**src/rtl/fifo_stream_pkg.sv**
```systemverilog
// rtl/fifo_stream_pkg.sv - shared constants and types for the FIFO read-side stream adapter
package fifo_stream_pkg;

   localparam int DEFAULT_DATA_WIDTH = 32;
   localparam int SKID_DEPTH         = 2;

   typedef logic [1:0] occ_t;

endpackage

```
**src/rtl/stream_skid_buf.sv**
```systemverilog
// rtl/stream_skid_buf.sv - two-entry skid buffer with registered head, push/pop and occupancy
module stream_skid_buf
   import fifo_stream_pkg::*;
#(
   parameter int DATA_WIDTH = DEFAULT_DATA_WIDTH
) (
   input  logic                  clk,
   input  logic                  rst_n,
   input  logic                  i_push,
   input  logic [DATA_WIDTH-1:0] i_push_data,
   input  logic                  i_pop,
   output logic [DATA_WIDTH-1:0] o_head,
   output occ_t                  o_occ
);

   logic [DATA_WIDTH-1:0] r_head;
   logic [DATA_WIDTH-1:0] r_tail;
   occ_t                  r_occ;

   // Push while full without a pop is excluded by the issue logic upstream.
   always_ff @(posedge clk) begin
      if (!rst_n) begin
         r_occ  <= 2'd0;
         r_head <= '0;
         r_tail <= '0;
      end else begin
         case (r_occ)
            2'd0: begin
               if (i_push) begin
                  r_head <= i_push_data;
                  r_occ  <= 2'd1;
               end
            end
            2'd1: begin
               case ({i_push, i_pop})
                  2'b11: r_head <= i_push_data;
                  2'b10: begin
                     r_tail <= i_push_data;
                     r_occ  <= 2'd2;
                  end
                  2'b01: r_occ <= 2'd0;
                  default: ;
               endcase
            end
            2'd2: begin
               if (i_pop) begin
                  r_head <= r_tail;
                  if (i_push) begin
                     r_tail <= i_push_data;
                  end else begin
                     r_occ <= 2'd1;
                  end
               end
            end
            default: r_occ <= 2'd0;
         endcase
      end
   end

   assign o_head = r_head;
   assign o_occ  = r_occ;

endmodule

```
**src/rtl/fifo_rd_stream.sv**
```systemverilog
// rtl/fifo_rd_stream.sv - FIFO read port to valid/ready stream; stats ports with FIFO_RD_STREAM_STATS_EN
module fifo_rd_stream
   import fifo_stream_pkg::*;
#(
   parameter int DATA_WIDTH = DEFAULT_DATA_WIDTH,
   parameter int CNT_WIDTH  = 16
) (
   input  logic                  clk,
   input  logic                  rst_n,
   output logic                  r_en,
   input  logic [DATA_WIDTH-1:0] data_out,
   input  logic                  empty,
   output logic                  m_valid,
   input  logic                  m_ready,
   output logic [DATA_WIDTH-1:0] m_data
`ifdef FIFO_RD_STREAM_STATS_EN
   ,
   output logic [CNT_WIDTH-1:0]  xfer_cnt,
   output logic [CNT_WIDTH-1:0]  stall_cnt
`endif
);

   if (DATA_WIDTH < 1 || CNT_WIDTH < 1) begin : g_param_check
      $error("fifo_rd_stream: DATA_WIDTH and CNT_WIDTH must be positive");
   end

   logic       r_inflight;
   occ_t       w_occ;
   logic       w_pop;
   logic [2:0] w_level;

   assign m_valid = (w_occ != 2'd0);
   assign w_pop   = m_valid && m_ready;

   // Words owned after this cycle's pop; m_ready and empty reach r_en combinationally.
   assign w_level = {1'b0, w_occ} + {2'b00, r_inflight} - {2'b00, w_pop};
   assign r_en    = rst_n && !empty && (w_level < 3'(SKID_DEPTH));

   always_ff @(posedge clk) begin
      if (!rst_n) begin
         r_inflight <= 1'b0;
      end else begin
         r_inflight <= r_en;
      end
   end

   stream_skid_buf #(
      .DATA_WIDTH (DATA_WIDTH)
   ) u_skid (
      .clk         (clk),
      .rst_n       (rst_n),
      .i_push      (r_inflight),
      .i_push_data (data_out),
      .i_pop       (w_pop),
      .o_head      (m_data),
      .o_occ       (w_occ)
   );

`ifdef FIFO_RD_STREAM_STATS_EN
   logic [CNT_WIDTH-1:0] r_xfer_cnt;
   logic [CNT_WIDTH-1:0] r_stall_cnt;

   always_ff @(posedge clk) begin
      if (!rst_n) begin
         r_xfer_cnt  <= '0;
         r_stall_cnt <= '0;
      end else begin
         if (w_pop && (r_xfer_cnt != '1)) begin
            r_xfer_cnt <= r_xfer_cnt + CNT_WIDTH'(1);
         end
         if (m_valid && !m_ready && (r_stall_cnt != '1)) begin
            r_stall_cnt <= r_stall_cnt + CNT_WIDTH'(1);
         end
      end
   end

   assign xfer_cnt  = r_xfer_cnt;
   assign stall_cnt = r_stall_cnt;
`endif

endmodule
```
**config.mk**
```make
export PLATFORM = sky130hd
export DESIGN_NAME = fifo_rd_stream
export DESIGN_NICKNAME = d
export VERILOG_FILES = /design/src/rtl/fifo_stream_pkg.sv /design/src/rtl/stream_skid_buf.sv /design/src/rtl/fifo_rd_stream.sv
export SDC_FILE = /design/constraint.sdc
export NUM_CORES = 1
export LEC_CHECK = 0
export ABC_AREA = 1
export ABC_CLOCK_PERIOD_IN_PS = 4600
export CELL_PAD_IN_SITES_DETAIL_PLACEMENT = 0
export CELL_PAD_IN_SITES_GLOBAL_PLACEMENT = 1
export CORE_MARGIN = 5
export CORE_UTILIZATION = 37
export DETAILED_ROUTE_END_ITERATION = 7
export PLACE_DENSITY_LB_ADDON = 0.1
export SETUP_SLACK_MARGIN = 0.1
export SYNTH_ARGS = -nofsm -noshare
export SYNTH_HDL_FRONTEND = slang
export SYNTH_SLANG_ARGS = --single-unit
```
**constraint.sdc**
```tcl
create_clock -name clk -period 4.6 [get_ports clk]
set_input_delay 0.92 -clock clk [delete_from_list [all_inputs] [get_ports clk]]
set_output_delay 0.92 -clock clk [all_outputs]
set_load 0.05 [all_outputs]
```
==> results.yml, run 1 <==
outcome:
  status: "finished clean"
layout:
  finalInstanceArea_um2: 3950
  drive_above_1_share_pct: 5.14
  antennaDiodeCount: 0
  layout.nets: 577
  layoutNonFillerInstCount: 650
  area_delta_synth_final_pct: 29.3
  post-route-util_pct: 48.5
detailed_routing:
  wl_um: 7550
  postRouteAntennaNets: 0
  first_pass_iters: 4
  vias_per_cell: 4.40
  routedWlPerCell_um: 11.6
  vias: 2859
  drc: 0
  drt_iter0_markers: 148
worst_setup_path:
  end_kind: "output pin"
  crit_path_max_incr_delay_ns: 0.56
  critPathLaunchType: "input port"
  arrival_ns: 2.91
  worst_path_max_delay_cell: "clkdlybuf4s50_1"
  cp_max_fo: 5
  crit_required_ns: 3.68
  crit_type: "in2out"
  path_cells: "clkdlybuf4s50_1 > inv_1 > nor2_1 > o21ai_0 > fa_1 > nand2_1 > nor3_1 > buf_4"
power_and_ir_drop:
  power.total_mw: 1.57
  power-per-cell-area_nw_per_um2: 396
  leakagePower_nw: 1.96
  ir_drop_uv: 182
clock_network:
  htree_levels: 3
  postCtsResizedCells: 0
  clk_latency_ns: 0.34
  clk_path_buf_depth: 2
  cts_tree: "built"
  clock-sinks: 67
  cts_hold_buf: 0
  cts_buffers: 9
  post_cts_buffers: 0
  path_clk_slew_ns: 0.07
  cts_root_buf: "clkbuf_8"
grt:
  met3_usage_pct: 2.91
  grt_pass1_wl_um: 12500
  gr-total-overflow: 0
  antenna_found_initial: 0
  grt_pass1_vias: 2673
  top_usage_layer: "met2"
  grt_max_degree: 66
  met2_usage_pct: 23.2
  grtUsageTotal_pct: 15.5
  use_met1_pct: 21.3
die:
  design.core.area_um2: 8130
  die_area_um2: 10200
  pin_count: 70
  die_w_um: 101
  row_count: 33
  die_h_um: 101
  initial_utilization_pct: 37.5
synth:
  ys_types: 20
  async_flop_share_pct: 0
  synth_area_leader_cell: "dfxtp_1"
  netlist_top_cells_count: "nand2_1 (170), nor2_1 (131), dfxtp_1 (67)"
  synth_warnings: 0
  synth_top_area_share_pct: 43.9
  ys_ff_latch: 67
  syn_area_um2: 3050
  synth_edf_count: 0
  ys.flop_type: "dfxtp_1"
  synth.most_common_cell: "nand2_1"
  avgSynthCellArea_um2: 6.32
  synthTopCellsByArea: "dfxtp_1 (44%), nand2_1 (21%), nor2_1 (16%)"
  syn_nets: 520
  syn_inst: 483
  yosysSeqAreaShare_pct: 43.9
placed_design:
  post_dp_cell_area_um2: 3740
  place_congestion: 0.783
  numPortBuffers: 69
  placed_cells: 634
  dp_hpwl_um: 4590
sta:
  max_freq_mhz: 261
  finalHoldViolCount: 0
  setup_tns_ns: 0
  finalSetupViolations: 0
  rsz0062_at_grt: "false"
  relSlewSlack_pct: 43.9
  fin_crit_sh_pct: 83.3
  post-route-min-period_ns: 3.83
  finalMaxSlewViolations: 0
  tightestPinTransition_ns: 0.840
  fin_skew_ns: 0.00651
flow_run:
  drv_cap: 0
worst_hold_path:
  hold_path.class: "reg2reg"
-- through the flow --
step	setup slack, ns	hold slack [ns]
after CTS	0.748	0.514
after floorplan	0.794	0.475
final	0.766	0.512
after global routing	0.616	0.537
after global placement	0.837	0.492
after detailed placement	0.752	0.496
-- cell usage in the layout, fill, tap and decap left out, drive strengths merged --
| cell type | synthesis | layout |
|---|---|---|
| bufinv | 0 | 2 |
| inv | 41 | 41 |
| a21oi | 2 | 2 |
| nor3 | 2 | 2 |
| clkinvlp | 0 | 1 |
| clkdlybuf4s50 | 0 | 67 |
| nand3 | 3 | 3 |
| fa | 1 | 1 |
| nand2 | 174 | 174 |
| dfxtp | 67 | 67 |
| buf | 18 | 4 |
| clkbuf | 7 | 11 |
| nor2 | 133 | 133 |
| xor2 | 1 | 1 |
| clkinv | 0 | 2 |
| o21ai | 34 | 34 |
-- final timing paths --
check | start | end | slack, ns | cells past startpoint
worst max register to register | u_skid.o_occ[1] | u_skid.r_tail[12] | 2.08 | 7
worst max-delay path | m_ready | r_en | 0.77 | 8
worst min-delay path | u_skid.o_head[6] | u_skid.o_head[6] | 0.51 | 4
worst min register to register | u_skid.o_head[6] | u_skid.o_head[6] | 0.51 | 4
-- sequential cells by signal, summed over array words and instances, names as in the netlist --
register	cells
r_inflight	1
u_skid.o_occ	2
u_skid.o_head	32
u_skid.r_tail	32
-- cell families (layout without fill, tap and decap cells) --
logic type	count (synthesis)	count (layout)	synth area share (%)
buffers and inverters	66	128	9.71
adders and majority gates	1	1	0.656
and+or+nand+nor	312	312	39.4
AOI/OAI and AO/OA	36	36	6.02
DFF	67	67	43.9
xor gates and xnor gates	1	1	0.287
-- per-layer routing --
layer / vias to the layer above / routed length [um]
met1: 1238 / 3740
met5: - / 0
met4: 0 / 169
met3: 11 / 418
li1: 1544 / -
met2: 66 / 3230
-- power by group --
part	internal, mW	total, mW	leakage, nW	switching (mW)
sequential	0.628	0.654	0.547	0.0257
clock	0.304	0.525	0.103	0.221
combinational	0.134	0.387	1.31	0.253
-- worst max-delay path: cells and delay by family --
family                   cells  cell delay, ns
AO/OA/AOI/OAI                1            0.15
adder cells (fa/ha/maj)      1            0.49
buffers and inverters        3            0.90
AND/OR/NAND/NOR              3            0.46
-- cell type report --
cell class | instances | area (um2)
fillers | 837 | 4190
clock buffers | 11 | 131
well taps | 105 | 131
inverters | 41 | 154
multi-input cells | 350 | 1420
flip-flops and latches | 67 | 1340
repair buffers | 71 | 698
clock inverters | 5 | 77.6
(Power assumes the default switching activity.)
==> run 2, diff against run 1 <==
Settings changed: ABC_CLOCK_PERIOD_IN_PS 4600 to 3300, CORE_UTILIZATION 37 to 31.
Clock period 4.6 ns to 3.3 ns, I/O delays scaled along.
==> run 2 against run 1 <==
Register-to-register slack got worse by 0.82 ns. Core utilization down 6.6 points. Critical path type is now reg2out. Global-route usage down 1.0 points. Highest routed layer unchanged. Largest cell class unchanged. Routed wire length grew 6.2%. Power grew 41%.
==> results.yml, run 2 (synthesis gave the netlist of run 1 again) <==
worst_setup_path:
  arrival_ns: 2.20
  crit_type: "reg2out"
  critPathTopFamily: "simple AND/OR/NAND/NOR gates"
  critPathLaunchType: "flop"
  end_kind: "output pin"
  ff2ff_path_depth: 9
  reg2reg_to: "u_skid.o_head[0]"
  crit_required_ns: 2.64
  cp_max_fo: 6
  path_cells: "nand2_2 > nor2_2 > o21ai_0 > fa_1 > nand2_1 > nor3_4 > buf_12"
  crit_path_max_incr_delay_ns: 0.52
  cp_num_buf_inv: 1
  worst_path_max_delay_cell: "dfxtp_1"
  r2r_setup_slack_ns: 1.26
  regToRegStartpoint: "u_skid.o_occ[0]"
grt:
  grtUsageTotal_pct: 14.5
  antenna_found_initial: 0
  grt_pass1_vias: 2793
  gr-total-overflow: 0
  grt_pass1_wl_um: 13400
  grt_max_degree: 66
clock_network:
  path_clk_slew_ns: 0.08
  cts_hold_buf: 0
  cts_tree: "built"
  cts_buffers: 9
  htree_levels: 3
  clk_path_buf_depth: 2
  clk_latency_ns: 0.34
  clock-sinks: 67
  cts_root_buf: "clkbuf_8"
sta:
  post-route-min-period_ns: 2.86
  rsz0062_at_grt: "false"
  holdWs_ns: 0.510
  tightestPinTransition_ns: 0.647
  finalMaxSlewViolations: 0
  finalHoldViolCount: 0
  setup_tns_ns: 0
  max_freq_mhz: 349
  finalSetupViolations: 0
  fin_skew_ns: 0.00971
  relSlewSlack_pct: 56.8
  fin_crit_sh_pct: 86.8
detailed_routing:
  routedWlPerCell_um: 11.8
  vias: 2865
  drt_iter0_markers: 120
  drc: 0
  vias_per_cell: 4.21
  first_pass_iters: 5
  wl_um: 8010
  postRouteAntennaNets: 0
layout:
  antennaDiodeCount: 0
  final_cell_mix: "nand2_1 (170), nor2_1 (130), dfxtp_1 (67), clkdlybuf4s50_1 (66), inv_1 (38)"
  n_fill_cell: 1042
  drive_above_1_share_pct: 6.20
  area_delta_synth_final_pct: 33.0
  final_common_cell: "nand2_1"
  layout.nets: 581
die:
  die_h_um: 109
  die_w_um: 109
  pin_count: 70
  design.core.area_um2: 9680
  initial_utilization_pct: 31.5
  die_area_um2: 11900
  row_count: 36
power_and_ir_drop:
  power-per-cell-area_nw_per_um2: 543
  leakagePower_nw: 2.01
  ir_drop_uv: 243
worst_hold_path:
  min_from: "u_skid.o_head[12]"
  holdPathStages: 4
  hold_path.class: "reg2reg"
  min_to: "u_skid.o_head[12]"
placed_design:
  place_congestion: 0.724
  numPortBuffers: 69
  dp_hpwl_um: 4750
outcome:
  status: "finished clean"
flow_run:
  drv_cap: 0
run 2: cell types whose count changed in the layout (fill, tap and decap cells not counted), sizes merged:
cell / before / now
buf: 4 / 8
clkbuf: 11 / 14
clkinv: 2 / 0
bufinv: 2 / 1
clkdlybuf4s50: 67 / 66
clkinvlp: 1 / 0
dlymetal6s2s: 0 / 1
run 2: area by class of cell:
| class | instances | area [um2] | share of cell area, % |
|---|---|---|---|
| multi-input cells | 350 | 1430 | 35.2 |
| clock buffers | 14 | 183 | 4.50 |
| inverters | 41 | 154 | 3.79 |
| clock inverters | 1 | 30.0 | 0.740 |
| repair buffers | 75 | 756 | 18.6 |
| flip-flops and latches | 67 | 1340 | 33.0 |
| well taps | 133 | 166 | 4.10 |
run 2: worst max path at each step:
stage,start,endpoint,slack [ns],cells past startpoint
final,u_skid.o_occ[1],r_en,0.44,7
after global routing,u_skid.o_occ[1],r_en,0.28,7
after CTS,m_ready,r_en,0.12,8
after global placement,m_ready,r_en,0.16,8
after detailed placement,m_ready,r_en,0.12,8
after floorplan,u_skid.o_occ[1],r_en,0.40,7
run 2: worst reg2reg max path: stages, from the launching register on:
cell	delay, ns
dfxtp_1	0.41
inv_2	0.09
nand2_2	0.08
buf_4	0.36
o21ai_2	0.10
nand2_2	0.41
buf_12	0.29
nand2_1	0.09
nand2_1	0.06
nor2_1	0.04
run 2: per-stage QoR:
step                setup slack, ns  std cells  total power, mW  utilization (%)  cell area [um2]
floorplan                     0.402        483             1.29                -             3060
global placement              0.156        666             1.48             39.6             3830
detailed placement            0.122        666             1.49             39.6             3830
CTS                           0.122        681             2.24             41.8             4050
global route                  0.283        681             2.33             41.9             4060
finish                        0.436        681             2.20             41.9             4060
run 2: what timing repair did:
item / CTS / global route
buffers inserted: 0 / 0
endpoints found under the setup margin: 0 / 1
resized for setup: 0 / 3
run 2: report_power, final:
| group | internal [mW] | switching [mW] | total [mW] |
|---|---|---|---|
| sequential | 0.875 | 0.0346 | 0.910 |
| clock | 0.429 | 0.310 | 0.739 |
| combinational | 0.196 | 0.359 | 0.554 |
run 2: layer usage:
layer / routed length [um] / track usage [%]
met1: 3980 / 19.2
met3: 359 / 3.32
met5: 0 / 0
met4: 97 / 5.61
met2: 3580 / 22.9
